===== config.mk =====
export PLATFORM = sky130hd
export DESIGN_NAME = my_dff_en
export DESIGN_NICKNAME = d
export VERILOG_FILES = /design/src/rtl/my_dff_en_pkg.sv /design/src/rtl/my_dff_en.sv
export SDC_FILE = /design/constraint.sdc
export NUM_CORES = 1
export LEC_CHECK = 0
export CAP_MARGIN = 20
export CORE_AREA = 2 2 39 41
export CTS_CLUSTER_DIAMETER = 200
export DETAILED_ROUTE_END_ITERATION = 10
export DIE_AREA = 0 0 41 43
export PLACE_DENSITY_LB_ADDON = 0.1
export SETUP_SLACK_MARGIN = 0.05
export SLEW_MARGIN = 20
export SYNTH_ARGS = -nofsm -noshare
export SYNTH_HDL_FRONTEND = slang
export SYNTH_SLANG_ARGS = --single-unit
export TNS_END_PERCENT = 20

===== constraint.sdc =====
create_clock -name clk -period 1.2 [get_ports clk]
set_input_delay 0.24 -clock clk [delete_from_list [all_inputs] [get_ports clk]]
set_output_delay 0.24 -clock clk [all_outputs]
set_load 0.02 [all_outputs]

===== src/rtl/my_dff_en_pkg.sv =====
// Shared datapath constants for the fixed-point pipeline registers.
package my_dff_en_pkg;

  // Default fixed-point operand width used across the ML datapath.
  localparam int unsigned FIXP_W = 12;

endpackage : my_dff_en_pkg


===== src/rtl/my_dff_en.sv =====
// Parameterised D flip-flop bank with synchronous load-enable and asynchronous
// active-low clear; out is driven straight from the flops.
module my_dff_en
  import my_dff_en_pkg::*;
#(
  parameter int unsigned          WIDTH       = FIXP_W,
  parameter logic [WIDTH-1:0]     RESET_VALUE = '0
) (
  input  logic             clk,
  input  logic             rst,
  input  logic             enable,
  input  logic [WIDTH-1:0] d,
  output logic [WIDTH-1:0] out
);

  logic [WIDTH-1:0] out_q;
  logic [WIDTH-1:0] out_d;

  // Load d when enabled, otherwise recirculate the stored value.
  always_comb begin
    out_d = out_q;
    if (enable) begin
      out_d = d;
    end
  end

  // Reset dominates: enable is never looked at while rst is low.
  always_ff @(posedge clk or negedge rst) begin
    if (!rst) begin
      out_q <= RESET_VALUE;
    end else begin
      out_q <= out_d;
    end
  end

  assign out = out_q;

endmodule : my_dff_en


==> run_results.csv, run 1 <==
group,metric,value,unit
outcome,status,"complete, no violations",
worst_setup_path,cp_num_buf_inv,1,
timing,fmax,0.867,GHz
timing,period_share,96.1,%
detailed_routing,route.detailed.drc,0,
global_route,grt_max_degree,13,
worst_setup_path,crit_slowest_cell,"sky130_fd_sc_hd__dfrtp_1",
global_route,met3_usage,3.14,%
finish,post_layout_nonfiller_instances,73,
global_route,antenna_found_initial,0,
clock_network,cts_htree_levels,1,
floorplan,std_cell_rows,14,
power,totalPowerFinal,0.00103,W
timing,skew,0,ns
floorplan,die_height,43,um
placement,gp_routability_congestion,0.634,
finish,drive_gt1_share,54.4,%
detailed_routing,drtAntennaViolNets,0,
logic_synthesis,synth_top_family_by_area,"multiplexers",
logic_synthesis,synth_top_area_share,62.0,%
timing,worst_slew_margin_rel,89.9,%
timing,worst_slew_pin_slew,0.151,ns
detailed_routing,via_count,328,
logic_synthesis,sequential_fraction_of_the_synthesis_area,62.0,%
worst_hold_path,holdCritPathClass,"input pin to asynchronous set/reset pin",
worst_setup_path,critical_path_class,"flip-flop to output pin",
logic_synthesis,synth_top_cell_by_area,"sky130_fd_sc_hd__dfrtp_1",
finish,syn2layout_area_growth,66.9,%
global_route,gr-max-usage-layer,"met2",
worst_setup_path,path_cells,"clkdlybuf4s15_2",
logic_synthesis,mappedNetlistArea,484,um^2
job,max_cap_viol_count,0,
detailed_routing,avgRoutedWirePerCell,13.8,um
finish,most-common-layout-cells,"sky130_fd_sc_hd__clkdlybuf4s50_1 (14), sky130_fd_sc_hd__dfrtp_1 (12), sky130_fd_sc_hd__mux2_4 (10)",
logic_synthesis,synth_xor_area_share,0,%
logic_synthesis,synth_area_leaders,"sky130_fd_sc_hd__dfrtp_1 (62%), sky130_fd_sc_hd__mux2_4 (31%), sky130_fd_sc_hd__mux2_2 (4.7%)",
floorplan,num_io_pins,27,
clock_network,clk_latency,0.26,ns
clock_network,clock_path_buffers,2,
worst_setup_path,worstPathRequired,0.96,ns
logic_synthesis,synth_mux_area_share,35.7,%
timing,rsz_0062_raised_after_global_routing,"true",
logic_synthesis,yosys_register_bits,12,
clock_network,worst_setup_hold_path_clk_slew,0.07,ns
logic_synthesis,synth_compound_gate_area_share,0,%
logic_synthesis,postSynthAreaPerCell,19.4,um^2
placement,io_buffer_count,26,
worst_setup_path,worst-r2r-setup-slack,0.43,ns
logic_synthesis,post_synth_simple_gate_area,0,%
worst_setup_path,critPathLaunchType,"flip-flop",
detailed_routing,dr.first_iter.drc_count,1,
logic_synthesis,synth_cell_type_count,4,
worst_setup_path,largest_stage_delay_on_the_critical_path,0.39,ns
floorplan,start_util,35.0,%
detailed_routing,drt-total-wl,1.01,mm
finish,design.final.nets,73,
global_route,vias_in_the_first_global_route,353,
detailed_routing,via_per_inst,4.49,
finish,largest_register_ff_count,12,
worst_setup_path,setup.worst_path.end_class,"output pin",
detailed_routing,drt_pass1_iterations,2,
placement,post-place-cells,69,
clock_network,tritoncts_num_sinks,12,
timing,setup_viol_count_final,0,
finish,fillerInstances,113,
timing,timing_max_transition_violations_final,0,
power,power.density_cell_area,1280,nW/um^2
clock_network,cts-buffers-inserted,3,
floorplan,total_die_area,1760,um^2
finish,layout_commonest_cell,"sky130_fd_sc_hd__clkdlybuf4s50_1",
worst_setup_path,critical_path_peak_fanout,2,
worst_setup_path,worst-endpoint-arrival,0.91,ns
timing,fin_crit,1.15,ns
global_route,gr-total-overflow,0,
finish,antenna-diode-count,0,
clock_network,post_cts_hold_buffer_count,0,
power,worst_vdd_drop,674,uV
clock_network,tritoncts,"done",
floorplan,die-width,41,um
timing,hold_violations,0,
logic_synthesis,postSynthNetCount,40,
global_route,track_usage,13.2,%
logic_synthesis,netlist_instances,25,
global_route,grt_first_pass_wirelength,1.55,mm
power,power.leakage,0.375,nW
logic_synthesis,yosys_warnings,0,
global_route,globalRouteMet2Util,21.6,%
logic_synthesis,synth_fa_ha_area_share,0,%
worst_setup_path,crit_family,"flip-flops",
clock_network,cts.root.buffer_cell,"sky130_fd_sc_hd__clkbuf_4",
global_route,grt.met1_usage,16.6,%
floorplan,floorplan.core_area,1380,um^2
## through the flow
stage | TNS, ns | setup WS, ns | utilization (%) | hold slack (ns) | instance area, um^2
after floorplan | 0 | 0.365 | - | -0.0556 | 484
after global placement | -1.36 | -0.129 | 56.1 | 0.493 | 776
after detailed placement | -1.62 | -0.153 | 56.1 | 0.499 | 776
after CTS | 0 | 0.0247 | 59.2 | 0.275 | 820
after global routing | 0 | 0.0104 | 58.4 | 0.273 | 808
final | 0 | 0.0467 | 58.4 | 0.272 | 808
## path summary, 6_finish.rpt
kind / from / to / depth (start not counted)
min reg2reg: out[10]$_DFFE_PN0P_ / out[10]$_DFFE_PN0P_ / 1
min: rst / out[7]$_DFFE_PN0P_ / 2
max: out[9]$_DFFE_PN0P_ / out[9] / 1
min in group clk: out[10]$_DFFE_PN0P_ / out[10]$_DFFE_PN0P_ / 1
max in group asynchronous: rst / out[3]$_DFFE_PN0P_ / 2
max reg2reg: out[1]$_DFFE_PN0P_ / out[1]$_DFFE_PN0P_ / 1
## metal layers
| metal | part of all wire [%] | vias to the layer above |
|---|---|---|
| met5 | 0 | - |
| met4 | 0 | 0 |
| met3 | 7.0 | 0 |
| met2 | 52 | 15 |
| met1 | 41 | 161 |
| li1 | - | 152 |
## area by class of cell
| cell class | instances | area (um^2) | area share, % |
|---|---|---|---|
| Tap cell | 16 | 20.0 | 2.48 |
| Sequential cell | 12 | 300 | 37.2 |
| Clock buffer | 4 | 36.3 | 4.49 |
| Timing Repair Buffer | 29 | 279 | 34.5 |
| Multi-Input combinational cell | 12 | 173 | 21.4 |
## cells in the mapped netlist
cell and instances:
sky130_fd_sc_hd__dfrtp_1 12, sky130_fd_sc_hd__mux2_4 10, sky130_fd_sc_hd__mux2_2 2, sky130_fd_sc_hd__buf_6 1
## cell families after synthesis
group    count (synthesis)
flops                   12
buf+inv                  1
mux                     12
## repair_timing
item	CTS	global route
setup buffers	0	0
endpoints found under the setup margin	12	11
gates resized for setup	36	2
## report_power, final
| part | switching [W] | total (W) | leakage, nW | internal, W |
|---|---|---|---|---|
| clock | 0.000127 | 0.000311 | 0.0210 | 0.000184 |
| sequential | 0.0000216 | 0.000466 | 0.140 | 0.000445 |
| combinational | 0.000104 | 0.000253 | 0.214 | 0.000149 |
| total | 0.000253 | 0.00103 | 0.375 | 0.000778 |
No activity file was read; power rests on OpenSTA's default activity.
==> run 2: changes to the inputs <==
--- a/config.mk
+++ b/config.mk
@@ -6,10 +6,9 @@
 export NUM_CORES = 1
 export LEC_CHECK = 0
 export CAP_MARGIN = 20
-export CORE_AREA = 2 2 39 41
-export CTS_CLUSTER_DIAMETER = 200
+export CORE_MARGIN = 2
+export CORE_UTILIZATION = 36
 export DETAILED_ROUTE_END_ITERATION = 10
-export DIE_AREA = 0 0 41 43
 export PLACE_DENSITY_LB_ADDON = 0.1
 export SETUP_SLACK_MARGIN = 0.05
 export SLEW_MARGIN = 20
==> constraint.sdc (replaced) <==
create_clock -name clk -period 1.18 [get_ports clk]
set_input_delay 0.236 -clock clk [delete_from_list [all_inputs] [get_ports clk]]
set_output_delay 0.236 -clock clk [all_outputs]
set_load 0.02 [all_outputs]
==> run 2 against run 1 <==
Effect of this change:
- first-iteration DRC count rose to 3.0 times the previous value
- worst hold slack improved by 0.00093 ns
- sequential cell count unchanged
- utilization about the same
- clock-buffer cell count stayed put
- clock skew did not move
- largest power group unchanged
- highest routed layer unchanged
==> run_results.csv, run 2 (synthesis results as in run 1) <==
group,metric,value,unit
detailed_routing,drt-total-wl,880,um
detailed_routing,drtAntennaViolNets,0,
finish,drive_gt1_share,54.4,%
timing,timing_max_transition_violations_final,0,
power,power.leakage,0.368,nW
worst_setup_path,regToRegEndpoint,"out[10]$_DFFE_PN0P_",
power,power_report.internal_total,0.000770,W
finish,antenna-diode-count,0,
global_route,grt_max_degree,13,
worst_setup_path,crit_start,"enable",
worst_setup_path,critPathLaunchType,"input pin",
timing,hold_violations,0,
worst_setup_path,worst-endpoint-arrival,1.21,ns
timing,setup_viol_count_final,0,
detailed_routing,met3_wirelength,83,um
power,power.density_cell_area,1360,nW/um^2
clock_network,cts-buffers-inserted,3,
detailed_routing,route.detailed.drc,0,
detailed_routing,via_per_inst,4.49,
timing,period_share,90.0,%
timing,fmax,0.942,GHz
clock_network,cts.root.buffer_cell,"sky130_fd_sc_hd__clkbuf_4",
placement,io_buffer_count,26,
worst_setup_path,worstRegToRegCells,1,
power,worst_vdd_drop,837,uV
detailed_routing,wl_met1,354,um
finish,most-common-layout-cells,"sky130_fd_sc_hd__clkdlybuf4s50_1 (14), sky130_fd_sc_hd__dfrtp_1 (12), sky130_fd_sc_hd__buf_2 (11)",
global_route,grt_first_pass_wirelength,1.31,mm
timing,timing.setup.tns,0,ns
floorplan,num_io_pins,27,
worst_setup_path,critical_path_peak_fanout,6,
timing,fin_crit,1.06,ns
timing,worst_slew_pin_slew,0.155,ns
detailed_routing,drt_pass1_iterations,2,
worst_setup_path,worst-r2r-setup-slack,0.41,ns
detailed_routing,met2RoutedLength,441,um
finish,syn2layout_area_growth,55.0,%
power,power.clock.fraction,30.8,%
floorplan,start_util,37.7,%
clock_network,clock_path_buffers,2,
power,fraction_of_power_consumed_by_combinational_cells,22.9,%
floorplan,total_die_area,1650,um^2
global_route,vias_in_the_first_global_route,321,
floorplan,die-width,40.7,um
finish,layout_commonest_cell,"sky130_fd_sc_hd__clkdlybuf4s50_1",
power,power_frac_seq,46.3,%
timing,skew,0,ns
clock_network,tritoncts,"done",
power,p_switching,0.000250,W
detailed_routing,dr.first_iter.drc_count,3,
clock_network,cts_htree_levels,1,
power,totalPowerFinal,0.00102,W
detailed_routing,via_count,323,
job,max_cap_viol_count,0,
detailed_routing,dr.max_layer_used,"met3",
floorplan,die_height,40.7,um
clock_network,tritoncts_num_sinks,12,
worst_setup_path,rr_startpoint,"out[10]$_DFFE_PN0P_",
timing,rsz_0062_raised_after_global_routing,"false",
worst_setup_path,worstPathRequired,1.33,ns
finish,largest_register_ff_count,12,
worst_setup_path,critical_path_class,"input pin to flip-flop",
clock_network,clk_latency,0.26,ns
finish,design.final.nets,73,
placement,dp_hpwl,692,um
placement,gp_routability_congestion,0.602,
timing,worst_slew_margin_rel,89.6,%
clock_network,post_cts_hold_buffer_count,0,
floorplan,floorplan.core_area,1280,um^2
detailed_routing,avgRoutedWirePerCell,12.2,um
worst_hold_path,holdCritPathClass,"input pin to asynchronous set/reset pin",
power,switching_share,24.5,%
global_route,track_usage,12.8,%
floorplan,std_cell_rows,13,
clock_network,worst_setup_hold_path_clk_slew,0.08,ns
outcome,status,"complete, no violations",
global_route,antenna_found_initial,0,
worst_setup_path,setup.worst_path.end_class,"flip-flop",
global_route,gr-total-overflow,0,
==> run 2: through the flow <==
step | area [um^2] | setup WS (ns) | hold slack, ns | utilization [%] | instances
after floorplan | 484 | 0.345 | -0.0596 | - | 25
final | 751 | 0.118 | 0.273 | 58.4 | 72
after global routing | 751 | 0.0757 | 0.279 | 58.4 | 72
after CTS | 812 | 0.0156 | 0.274 | 63.2 | 72
after global placement | 774 | -0.149 | 0.491 | 60.3 | 68
after detailed placement | 774 | -0.164 | 0.491 | 60.3 | 68
==> run 2: per-layer routing <==
| layer | vias to the layer above | global-route usage [%] |
|---|---|---|
| met5 | - | 0 |
| met4 | 0 | 5.00 |
| met3 | 0 | 6.52 |
| met2 | 17 | 20.2 |
| met1 | 155 | 14.6 |
| li1 | 151 | - |
==> run 2: layout make-up <==
| class | count | area [um^2] |
|---|---|---|
| Clock buffer | 4 | 36.3 |
| Multi-Input combinational cell | 12 | 173 |
| Fill cell | 109 | 534 |
| Timing Repair Buffer | 29 | 223 |
| Sequential cell | 12 | 300 |
| Tap cell | 15 | 18.8 |
==> run 2: how the worst max path moves through the flow <==
stage	end	slack [ns]
floorplan	out[0]$_DFFE_PN0P_	0.35
global placement	out[9]$_DFFE_PN0P_	-0.15
detailed placement	out[11]$_DFFE_PN0P_	-0.16
CTS	out[5]	0.02
global route	out[10]	0.08
finish	out[11]$_DFFE_PN0P_	0.12
==> run 2: power by group through the flow <==
stage          clock, W  sequential [W]  combinational, W
5_1_grt        0.000352        0.000479          0.000252
3_5_place_dp          0        0.000481          0.000276
3_3_place_gp          0        0.000480          0.000273
4_1_cts        0.000328        0.000473          0.000260
6_report       0.000314        0.000472          0.000234
2_1_floorplan         0        0.000533         0.0000737
==> run 2: timing repair <==
action / 4_1_cts / 5_1_grt
setup endpoints to repair: 12 / 10
gates resized for setup: 37 / 10
buffers inserted: 0 / 0
==> run 2: critical path, stage by stage <==
cell and delay, ns:
sky130_fd_sc_hd__clkdlybuf4s50_1 0.47, sky130_fd_sc_hd__buf_4 0.16, sky130_fd_sc_hd__mux2_2 0.33
